$ cat config.mk
export PLATFORM = sky130hd
export DESIGN_NAME = spi_slave_tx
export DESIGN_NICKNAME = d
export VERILOG_FILES = /design/src/rtl/spi_pkg.sv /design/src/rtl/spi_sync_edge.sv /design/src/rtl/spi_slave_tx.sv
export SDC_FILE = /design/constraint.sdc
export NUM_CORES = 1
export LEC_CHECK = 0
export CORE_ASPECT_RATIO = 2
export CORE_MARGIN = 5
export CORE_UTILIZATION = 50
export DETAILED_ROUTE_END_ITERATION = 6
export PLACE_DENSITY_LB_ADDON = 0.12
export SYNTH_ARGS = -nofsm -noshare
export SYNTH_HDL_FRONTEND = slang
export SYNTH_SLANG_ARGS = --single-unit
$ cat constraint.sdc
create_clock -name clk -period 2.24 [get_ports clk]
set_input_delay 0.224 -clock clk [delete_from_list [all_inputs] [get_ports clk]]
set_output_delay 0.224 -clock clk [all_outputs]
set_load 0.005 [all_outputs]
$ cat src/rtl/spi_pkg.sv
// Shared SPI definitions: slave FSM state encoding and the common frame width.
package spi_pkg;

  localparam int SPI_DATA_W = 8;

  typedef enum logic [1:0] {
    IDLE  = 2'd0,
    SHIFT = 2'd1,
    LAST  = 2'd2
  } spi_slv_state_e;

endpackage

$ cat src/rtl/spi_sync_edge.sv
// Multi-flop synchroniser for an asynchronous SPI line plus one-clk rise/fall strobes.
// RESET_VAL is the line's idle level, so that releasing reset never fakes an edge.
module spi_sync_edge #(
  parameter int   SYNC_STAGES = 2,
  parameter logic RESET_VAL   = 1'b0
) (
  input  logic clk,
  input  logic rst,
  input  logic din,
  output logic rise,
  output logic fall
);

  logic [SYNC_STAGES-1:0] sync_q, sync_d;
  logic                   prev_q, prev_d;
  logic                   level_s;

  assign level_s = sync_q[SYNC_STAGES-1];

  // Shift the raw line through the synchroniser and keep one delayed copy for edge detection
  always_comb begin
    sync_d = {sync_q[SYNC_STAGES-2:0], din};
    prev_d = level_s;
  end

  // Synchroniser and edge-history flops
  always_ff @(posedge clk or negedge rst) begin
    if (!rst) begin
      sync_q <= {SYNC_STAGES{RESET_VAL}};
      prev_q <= RESET_VAL;
    end else begin
      sync_q <= sync_d;
      prev_q <= prev_d;
    end
  end

  assign rise = level_s & ~prev_q;
  assign fall = ~level_s & prev_q;

endmodule

$ cat src/rtl/spi_slave_tx.sv
// SPI mode-0 slave transmitter: one-entry staging register fed by valid/ready,
// MSB-first shift-out on miso while cs is low, done/underrun status pulses.
module spi_slave_tx
  import spi_pkg::*;
#(
  parameter int                DATA_W      = SPI_DATA_W,
  parameter int                SYNC_STAGES = 2,
  parameter logic [DATA_W-1:0] IDLE_WORD   = DATA_W'(8'hFF)
) (
  input  logic              clk,
  input  logic              rst,
  input  logic              sclk,
  input  logic              cs,
  input  logic [DATA_W-1:0] tx_data,
  input  logic              tx_valid,
  output logic              tx_ready,
  output logic              miso,
  output logic              miso_oe,
  output logic              done,
  output logic              underrun
);

  localparam int                CNT_W    = $clog2(DATA_W + 1);
  localparam logic [CNT_W-1:0]  LAST_CNT = CNT_W'(DATA_W - 1);

  logic sclk_rise, sclk_fall, cs_rise, cs_fall;

  spi_slv_state_e    state_q, state_d;
  logic [DATA_W-1:0] stage_q, stage_d;
  logic              stage_full_q, stage_full_d;
  logic [DATA_W-1:0] shreg_q, shreg_d;
  logic [CNT_W-1:0]  bitcnt_q, bitcnt_d;
  logic              fresh_q, fresh_d;
  logic              pend_ur_q, pend_ur_d;
  logic              miso_q, miso_d;
  logic              miso_oe_q, miso_oe_d;
  logic              done_q, done_d;
  logic              underrun_q, underrun_d;
  logic [DATA_W-1:0] load_word;

  spi_sync_edge #(.SYNC_STAGES(SYNC_STAGES), .RESET_VAL(1'b0)) u_sclk_sync (
    .clk  (clk),
    .rst  (rst),
    .din  (sclk),
    .rise (sclk_rise),
    .fall (sclk_fall)
  );

  spi_sync_edge #(.SYNC_STAGES(SYNC_STAGES), .RESET_VAL(1'b1)) u_cs_sync (
    .clk  (clk),
    .rst  (rst),
    .din  (cs),
    .rise (cs_rise),
    .fall (cs_fall)
  );

  assign load_word = stage_full_q ? stage_q : IDLE_WORD;

  // Next-state logic: staging handshake, frame load, bit counting and shifting.
  // A reload in LAST with nothing staged only flags the underrun; it is reported on the
  // first sclk rise of that word, so a frame that simply ends after its last word is not
  // counted as an underrun.
  always_comb begin
    state_d      = state_q;
    stage_d      = stage_q;
    stage_full_d = stage_full_q;
    shreg_d      = shreg_q;
    bitcnt_d     = bitcnt_q;
    fresh_d      = fresh_q;
    pend_ur_d    = pend_ur_q;
    miso_d       = miso_q;
    miso_oe_d    = miso_oe_q;
    done_d       = 1'b0;
    underrun_d   = 1'b0;

    if (tx_valid && !stage_full_q) begin
      stage_d      = tx_data;
      stage_full_d = 1'b1;
    end

    if (cs_rise) begin
      state_d   = IDLE;
      miso_d    = 1'b0;
      miso_oe_d = 1'b0;
      bitcnt_d  = '0;
      fresh_d   = 1'b0;
      pend_ur_d = 1'b0;
    end else begin
      case (state_q)
        IDLE: begin
          miso_d    = 1'b0;
          miso_oe_d = 1'b0;
          if (cs_fall) begin
            shreg_d   = load_word;
            miso_d    = load_word[DATA_W-1];
            miso_oe_d = 1'b1;
            bitcnt_d  = '0;
            fresh_d   = 1'b0;
            if (stage_full_q) stage_full_d = 1'b0;
            else              underrun_d   = 1'b1;
            state_d   = SHIFT;
          end
        end
        SHIFT: begin
          miso_oe_d = 1'b1;
          if (sclk_rise) begin
            bitcnt_d = bitcnt_q + 1'b1;
            if (pend_ur_q) begin
              underrun_d = 1'b1;
              pend_ur_d  = 1'b0;
            end
            if (bitcnt_q == LAST_CNT) state_d = LAST;
          end else if (sclk_fall) begin
            if (fresh_q) begin
              miso_d  = shreg_q[DATA_W-1];
              fresh_d = 1'b0;
            end else begin
              shreg_d = {shreg_q[DATA_W-2:0], 1'b0};
              miso_d  = shreg_q[DATA_W-2];
            end
          end
        end
        LAST: begin
          miso_oe_d = 1'b1;
          done_d    = 1'b1;
          shreg_d   = load_word;
          bitcnt_d  = '0;
          fresh_d   = 1'b1;
          if (stage_full_q) stage_full_d = 1'b0;
          else              pend_ur_d    = 1'b1;
          state_d   = SHIFT;
        end
        default: begin
          state_d   = IDLE;
          miso_d    = 1'b0;
          miso_oe_d = 1'b0;
        end
      endcase
    end
  end

  // State, datapath and registered output flops
  always_ff @(posedge clk or negedge rst) begin
    if (!rst) begin
      state_q      <= IDLE;
      stage_q      <= '0;
      stage_full_q <= 1'b0;
      shreg_q      <= '0;
      bitcnt_q     <= '0;
      fresh_q      <= 1'b0;
      pend_ur_q    <= 1'b0;
      miso_q       <= 1'b0;
      miso_oe_q    <= 1'b0;
      done_q       <= 1'b0;
      underrun_q   <= 1'b0;
    end else begin
      state_q      <= state_d;
      stage_q      <= stage_d;
      stage_full_q <= stage_full_d;
      shreg_q      <= shreg_d;
      bitcnt_q     <= bitcnt_d;
      fresh_q      <= fresh_d;
      pend_ur_q    <= pend_ur_d;
      miso_q       <= miso_d;
      miso_oe_q    <= miso_oe_d;
      done_q       <= done_d;
      underrun_q   <= underrun_d;
    end
  end

  assign tx_ready = ~stage_full_q;
  assign miso     = miso_q;
  assign miso_oe  = miso_oe_q;
  assign done     = done_q;
  assign underrun = underrun_q;

endmodule

======== Yosys cells after proc, flatten, opt, wreduce, memory -nomap -nowiden ========
Index checks and enable logic that the tools add are counted.
Widths: inputs -> output; s select.
word-level totals
  word-level logic and storage cells ...... 99
  output and inout bits ................... 5
  register bits ........................... 35
  bits of input ports ..................... 13
cells by class
  reductions and logical operators ........ 13
  add/subtract/negate cells ............... 1
  muxes and demuxes ....................... 46
  bitwise logic cells ..................... 10
  eq/ne operators ......................... 14
operator list
  cell                 count
  $mux 8               5
  $mux 1               25
  $pmux 8 s3           1
  $ne 3x3->1 const B   6
  $mux 4               3
  $pmux 4 s3           1
  $reduce_and 3->1     4
  $ne 2x2->1 const B   5
  $mux 2               4
  $pmux 1 s2           4
  $not 1->1            6
  $pmux 1 s3           2
  $pmux 2 s3           1
  $reduce_and 6->1     1
  $reduce_bool 3->1    2
  $add 4x1->4 const B  1
  $and 1x1->1          4
  $eq 4x3->1 const B   1
  $reduce_and 4->1     1
  $reduce_bool 4->1    1
  $eq 2x1->1 const B   1
  $eq 2x2->1 const B   1
  $logic_not 2->1      1
  $reduce_or 2->1      1
  other kinds (2)      2

======== Depth between registers and ports, before layout ========
Gate-level depths: netlist of the first run.
  depth after elaboration ................. 7
  gate-level depth with buffers ........... 8

======== By module ========
From an unflattened synthesis of the first run, not the netlist that was laid out.
unflattened totals
  cells, all modules ...................... 152
  area, all modules ....................... 1,670.4 sq um
by module, submodules not included
  module                        times used  cells each  area an instance (sq um)
  spi_slave_tx                  1           142         1,486.4
  spi_sync_edge at u_cs_sync    1           5           93.8
  spi_sync_edge at u_sclk_sync  1           5           90.1

======== Worst setup path after synthesis of the first run ========
Ideal clock, no wire load.
  path kind ............................... reg-to-reg
  start ................................... register u_cs_sync.prev_q
  end ..................................... register fresh_q
  arrival time ............................ 1,575 ps
  period minus slack after synthesis ...... 1,703 ps
  slack ................................... 537 ps
  required time ........................... 2,112 ps
  cell stages (with the launch flop) ...... 7
  library setup time ...................... 128 ps
  buffers on the path ..................... 0
  cells stage by stage .................... dfstp_2 inv_1 ha_1 or3_4 and2_4 a31oi_1 o22ai_1
between the ends
  word-level cells in the longest chain between the ends .. 4
  elaborated cells between the ends (all ways) .. 9
  classes of those cells .................. eq/ne (3); mux (1); bitwise (3); reduce/logical (2)
RTL lines
  element                                                                  line                 text
  from (decl)                                                              spi_sync_edge.sv:15  logic prev_q, prev_d;
  from (signal assigned)                                                   spi_sync_edge.sv:33  prev_q <= prev_d;
  $not 1->1                                                                spi_sync_edge.sv:37  assign rise = level_s & ~prev_q;
  $and 1x1->1                                                              spi_sync_edge.sv:37
  $ne 3x3->1 (no source line) / $reduce_bool 4->1 (equally long branches)  --
  $reduce_and 4->1 (no source line)                                        --
  to (signal assigned)                                                     spi_slave_tx.sv:162  fresh_q <= fresh_d;
  to (decl)                                                                spi_slave_tx.sv:33   logic fresh_q, fresh_d;
Parallel ways exist; a longest one is shown, timed or not.
A chain may end at the register's enable or synchronous reset.

======== Worst setup path in the final report of the first run ========
Ends and elaborated chain as after synthesis.

==> metrics, run 1 <==
switch share=0.3678; Fmax=a little over 500 MHz; drt wl/cell=around 17 um; depth of the CTS H-tree=2; Die Width=approximately 50 um; Yosys reg bits=35; clock power share=0.179; Fill cells=269; sequential-to-total area share from yosys stat=0.5200; drt initial violations=17; CTS tree=done; PD cells=roughly 1300 nW/um^2; setup TNS=0 ns; first-pass GRT wire length=between 5 and 6 mm; setup violators final=0; WP data required=approximately 2.4 ns; run status=finished, final reports clean; vias in the first global route=between 1000 and 1500; WP data arrival=~2.1 ns; Least-Margin Pin Slew=0.4359 ns; Min-Delay Path Class=in -> async; hold slack=~0.34 ns; gpl congestion=0.8909; asr flop ratio synth=1.000; Combinational Power Share=0.424; Post-CTS Setup Repair Bufs=0; Finished Layout Cells=between 200 and 250; RSZ-0062 raised after global routing=no; IO Pins=18; P&R area growth vs syn=18.12%; Clock Sinks=35; antenna-violating nets left=0; Worst Setup Start Kind=flip-flop; fin crit share=0.8719; Core Region=about 3300 um^2; syn_area_per_cell=between 10 and 15 um^2; Num CTS Buffers=5; worst setup margin=0.2868 ns; diode count=0; Flop pwr share=0.397; final WL=3.538 mm; Vias=1219; MaxCap Viol Count=0; DRC errors left=0; crit path time final=approximately 2.0 ns; share of cells above drive strength 1=0.1573; buffers added on ports=17; FF+latch area=879.6 um^2; unique cell type count in the Yosys netlist=29; Worst Setup End Kind=flip-flop; critical path peak fanout=14; initial core utilization=0.5064; syn nets=around 180; DIE HEIGHT=around 92 um; cell area after synthesis=1692 um^2; largest net degree at the start of global routing=36; Synth Warn #=0; synthesized instance count=~150; clk_skew=about 0.0059 ns; Synth Flop Type=dfrtp_1; die footprint=~4700 um^2; vias per inst=around 5.8; Nets=between 200 and 250; kind of critical path=reg -> reg; VDD IR max=roughly 0.83 mV; Placement Setup Slack=between 0.2 and 0.3 ns; most frequent cells in the layout=dfrtp_1 (32), nand2_1 (17), clkdlybuf4s50_1 (17); final hold vios=0; DP Cell Count=just over 200; EDFF count, synth=0; Rel. slew slack=0.7094; Congestion Overflow GR=0; HPWL after DPL=around 2.7 mm; CTS root buffer=clkbuf_8; Post-CTS Hold Fix Bufs=0; Rows=30; Static Leakage=0.9144 nW; Sw Pwr=0.9549 mW; CTS max path bufs=2; count of final max-slew check failures=0; Clock Pin Slew Worst Setup and Hold Paths=about 0.070 ns; Detailed Routing Iterations Pass 1=4; Internal Power=between 1.5 and 2 mW; Resized cells post-CTS=0; gr usage total=0.1742; clk_lat worst skew=between 0.2 and 0.3 ns; initial antenna violation count=0; footprint of the multi-input gates=760.7 um^2; commonest non-fill, non-tap cell in the layout=dfrtp_1; Total Power=between 2 and 3 mW
## layout make-up
class                   instances  area share
multi-input cells             107      0.3807
repair buffers                 21      0.1002
flip-flops and latches         35      0.4402
clock buffers                   7     0.04321
well taps                      32     0.02004
clock inverters                 1    0.002505
inverters                       7     0.01315
## synth_stat cells, types with 3 or more instances
| cell | instances | area, um^2 |
|---|---|---|
| nor2b_1 | 6 | 37.54 |
| mux2_2 | 10 | 112.6 |
| dfstp_2 | 3 | 78.83 |
| dfrtp_1 | 32 | 800.8 |
| nor3_1 | 3 | 15.01 |
| nor2_1 | 3 | 11.26 |
| o21bai_1 | 3 | 22.52 |
| inv_1 | 7 | 26.28 |
| mux2i_1 | 4 | 40.04 |
| o22ai_1 | 6 | 37.54 |
| a21oi_1 | 5 | 25.02 |
| nand2_1 | 17 | 63.81 |
| o21ai_0 | 14 | 70.07 |
| nand2b_1 | 7 | 43.79 |
| buf_2 | 5 | 25.02 |
| ha_1 | 11 | 137.6 |
## sequential cells by signal, indices dropped and copies added, names as in the netlist, 2 cells and up
signal / count
shreg_q: 8
stage_q: 8
u_cs_sync.sync_q: 2
state_q: 2
bitcnt_q: 4
u_sclk_sync.sync_q: 2
## power by group through the flow
stage	Combinational, mW	Sequential, mW	Clock (mW)
2_1_floorplan	0.791	0.990	0
3_3_place_gp	1.06	1.02	0
3_5_place_dp	1.10	1.04	0
4_1_cts	1.11	1.03	0.484
5_1_grt	1.22	1.06	0.519
6_report	1.10	1.03	0.465
## per-layer routing
layer / track usage / share of wire / vias to the layer above
met4: 0.1438 / 0.067 / 0
met3: 0.04553 / 0.042 / 22
li1: - / - / 583
met5: 0 / 0 / -
met1: 0.1637 / 0.33 / 582
met2: 0.2996 / 0.56 / 32
## path summary, 6_finish.rpt
check	start	end	slack [ns]	depth (start not counted)
min	rst	done	0.34	2
max reg2reg	u_cs_sync.prev_q	fresh_q	0.29	6
min reg2reg	u_cs_sync.sync_q[0]	u_cs_sync.sync_q[1]	0.36	0
min in group clk	cs	u_cs_sync.sync_q[0]	0.34	1
max in group asynchronous	rst	u_cs_sync.sync_q[1]	1.55	2
max	u_cs_sync.prev_q	fresh_q	0.29	6
## cells by family (layout without fill, tap and decap cells)
logic type / after synthesis / after routing / synth area share
adders and majority gates: 11 / 11 / 0.08136
DFF: 35 / 35 / 0.5200
buffers and inverters: 12 / 36 / 0.03033
muxes: 14 / 14 / 0.09024
AOI/OAI and AO/OA: 40 / 40 / 0.1501
and+or+nand+nor: 42 / 42 / 0.1280
## per-stage QoR
step / utilization / area [um^2]
6_report: 0.5981 / 1998
5_1_grt: 0.5981 / 1998
4_1_cts: 0.5981 / 1998
3_5_place_dp: 0.5708 / 1907
3_3_place_gp: 0.5708 / 1907
2_1_floorplan: - / 1692
## worst max-delay path, stage by stage, from the launching register on
cell	delay [ns]
dfstp_2	0.54
inv_1	0.05
ha_1	0.34
or3_4	0.45
and2_4	0.18
a31oi_1	0.17
o22ai_1	0.10
Note: power is estimated with default switching activity, not from simulation.
==> run 2, diff against run 1 <==
--- a/config.mk
+++ b/config.mk
@@ -7,7 +7,7 @@
 export LEC_CHECK = 0
 export CORE_ASPECT_RATIO = 2
 export CORE_MARGIN = 5
-export CORE_UTILIZATION = 50
+export CORE_UTILIZATION = 40
 export DETAILED_ROUTE_END_ITERATION = 6
 export PLACE_DENSITY_LB_ADDON = 0.12
 export SYNTH_ARGS = -nofsm -noshare
==> metrics, run 2 (same netlist as run 1, synthesis figures left out) <==
Clock Pin Slew Worst Setup and Hold Paths=0.07 ns (about the same); Rows=33 (+10%); max incr delay on CP=0.55 ns (about the same); Num CTS Buffers=5 (unchanged); P&R area growth vs syn=20.56%; final hold vios=0 (unchanged); Detailed Routing Iterations Pass 1=4 (unchanged); die footprint=5709 um^2 (+21%); reg2reg end=fresh_q; first-pass GRT wire length=6.285 mm (+5.1%); initial antenna violation count=0 (unchanged); DRC errors left=0 (unchanged); Fmax=510.4 MHz (-0.31%); WP data required=2.39 ns (about the same); metal2 WL=2.064 mm (+4.3%); vias per inst=5.208 (-10%); Fill cells=381 (+42%); gpl congestion=0.8662 (-2.8%); Clock Sinks=35 (unchanged); top sig layer=met4; setup violators final=0 (unchanged); Combinational Power Share=0.420 (-0.004); drt wl/cell=15.58 um (-7.5%); fin crit share=0.8746 (+0.002700); depth of the CTS H-tree=2 (unchanged); gr usage total=0.1432 (-0.03105); Internal Power=1.684 mW (+2.6%); Die Width=55.99 um (+9.5%); CP startpoint=u_cs_sync.prev_q; worst path bufs/invs=1 (unchanged); Core Region=4088 um^2 (+22%); Hold Crit Start=u_sclk_sync.sync_q[0]; CTS tree=done; clk_skew=0.008381 ns (+0.002462 ns); initial core utilization=0.4138 (-0.09253); Congestion Overflow GR=0 (unchanged); clock power share=0.189 (+0.010); Resized cells post-CTS=0 (unchanged); RSZ-0062 raised after global routing=no; worst r2r src=u_cs_sync.prev_q; run status=finished, final reports clean; final WL=3.598 mm (+1.7%); Static Leakage=0.9223 nW (+0.86%); CP Depth=6 (unchanged); clk_lat worst skew=0.28 ns (about the same); critical path peak fanout=14 (unchanged); Top Registers=shreg_q (8), stage_q (8), bitcnt_q (4); DIE HEIGHT=102.0 um (+11%); Sw Pwr=0.9448 mW (-1.1%); CTS root buffer=clkbuf_8; Nets=202 (+0.50%); Least-Margin Pin Slew=0.4487 ns (+0.01272 ns); buffers added on ports=17 (unchanged); met1 WL=1.320 mm (+13%); critical path cell sequence=inv_1 > ha_1 > or3_4 > and2_4 > a31oi_1 > o22ai_1; diode count=0 (unchanged); HPWL after DPL=2.722 mm (+2.3%); Vias=1203 (-1.3%); Min-Delay Path Class=reg -> reg; largest net degree at the start of global routing=36 (unchanged); Hold Path Stages=0; share of cells above drive strength 1=0.1620 (+0.004708); count of final max-slew check failures=0 (unchanged); met3 WL=104 um (-31%); commonest non-fill, non-tap cell in the layout=dfrtp_1; Post-CTS Hold Fix Bufs=0 (unchanged); vias in the first global route=1314 (-3.1%); Worst Setup Start Kind=flip-flop; Total Power=2.629 mW (+1.3%); IO Pins=18 (unchanged); kind of critical path=reg -> reg; footprint of the multi-input gates=760.7 um^2 (unchanged); Rel. slew slack=0.7009 (-0.008477); drt initial violations=10 (-7); register-to-register setup slack=0.28 ns (about the same); PD cells=1289 nW/um^2 (-0.77%); most frequent cells in the layout=dfrtp_1 (32), nand2_1 (17), clkdlybuf4s50_1 (17); crit-path leading delay family=simple AND/OR/NAND/NOR gates; switch share=0.3594 (-0.008472); slowest cell on the critical path=dfstp_2; FF+latch area=879.6 um^2 (unchanged); MaxCap Viol Count=0 (unchanged); WP data arrival=2.11 ns (about the same); end of the critical path=fresh_q; VDD IR max=0.7138 mV (-14%); antenna-violating nets left=0 (unchanged); crit path time final=1.959 ns (+0.006047 ns); Flop pwr share=0.391 (-0.006); CTS max path bufs=2 (unchanged); Post-CTS Setup Repair Bufs=0 (unchanged); setup TNS=0 ns (unchanged); Worst Setup End Kind=flip-flop; reg2reg path depth=6 (unchanged)
## run 2: cell count changes in the layout (fill, tap and decap cells not counted)
| cell | change |
|---|---|
| clkinv_2 | -1 |
| clkbuf_8 | +1 |
| buf_4 | +1 |
## run 2: worst reg2reg max path, cell delays in order (launching register included)
cell and delay (ns):
dfstp_2 0.55, inv_1 0.05, ha_1 0.35, or3_4 0.45, and2_4 0.18, a31oi_1 0.16, o22ai_1 0.10
## run 2: metal layers
layer,GRT usage,vias to the layer above
met4,0.07495,0
met2,0.2768,24
li1,-,589
met3,0.02908,10
met5,0,-
met1,0.1395,580
## run 2: final cells by class
type | instances | share of cell area
timing repair buffer | 22 | 0.1018
tap | 52 | 0.03190
multi-input combinational | 107 | 0.3730
sequential | 35 | 0.4313
clock buffer | 8 | 0.04908
inverter | 7 | 0.01288
## run 2: worst min-delay path by stage
| stage | slack [ns] | endpoint |
|---|---|---|
| final | 0.35 | u_sclk_sync.sync_q[1] |
| after global routing | 0.34 | u_cs_sync.sync_q[0] |
| after CTS | 0.35 | u_cs_sync.sync_q[0] |
| after detailed placement | 0.35 | u_sclk_sync.sync_q[1] |
| after global placement | 0.33 | u_sclk_sync.sync_q[1] |
| after floorplan | -0.07 | bitcnt_q[0] |
## run 2: power groups by stage
| stage | sequential [mW] | clock (mW) | combinational [mW] |
|---|---|---|---|
| 2_1_floorplan | 0.990 | 0 | 0.791 |
| 3_3_place_gp | 1.03 | 0 | 1.09 |
| 6_report | 1.03 | 0.498 | 1.10 |
| 4_1_cts | 1.03 | 0.516 | 1.12 |
| 5_1_grt | 1.06 | 0.550 | 1.23 |
| 3_5_place_dp | 1.04 | 0 | 1.11 |
## run 2: stage by stage
step	instance area (um^2)	setup slack, ns	hold slack, ns	utilization	cells
global placement	1939	0.3503	0.3335	0.4744	223
CTS	2039	0.2950	0.3489	0.4989	231
floorplan	1692	0.5367	-0.07159	-	154
global route	2039	0.1976	0.3435	0.4989	231
detailed placement	1939	0.3067	0.3458	0.4744	223
finish	2039	0.2808	0.3541	0.4989	231
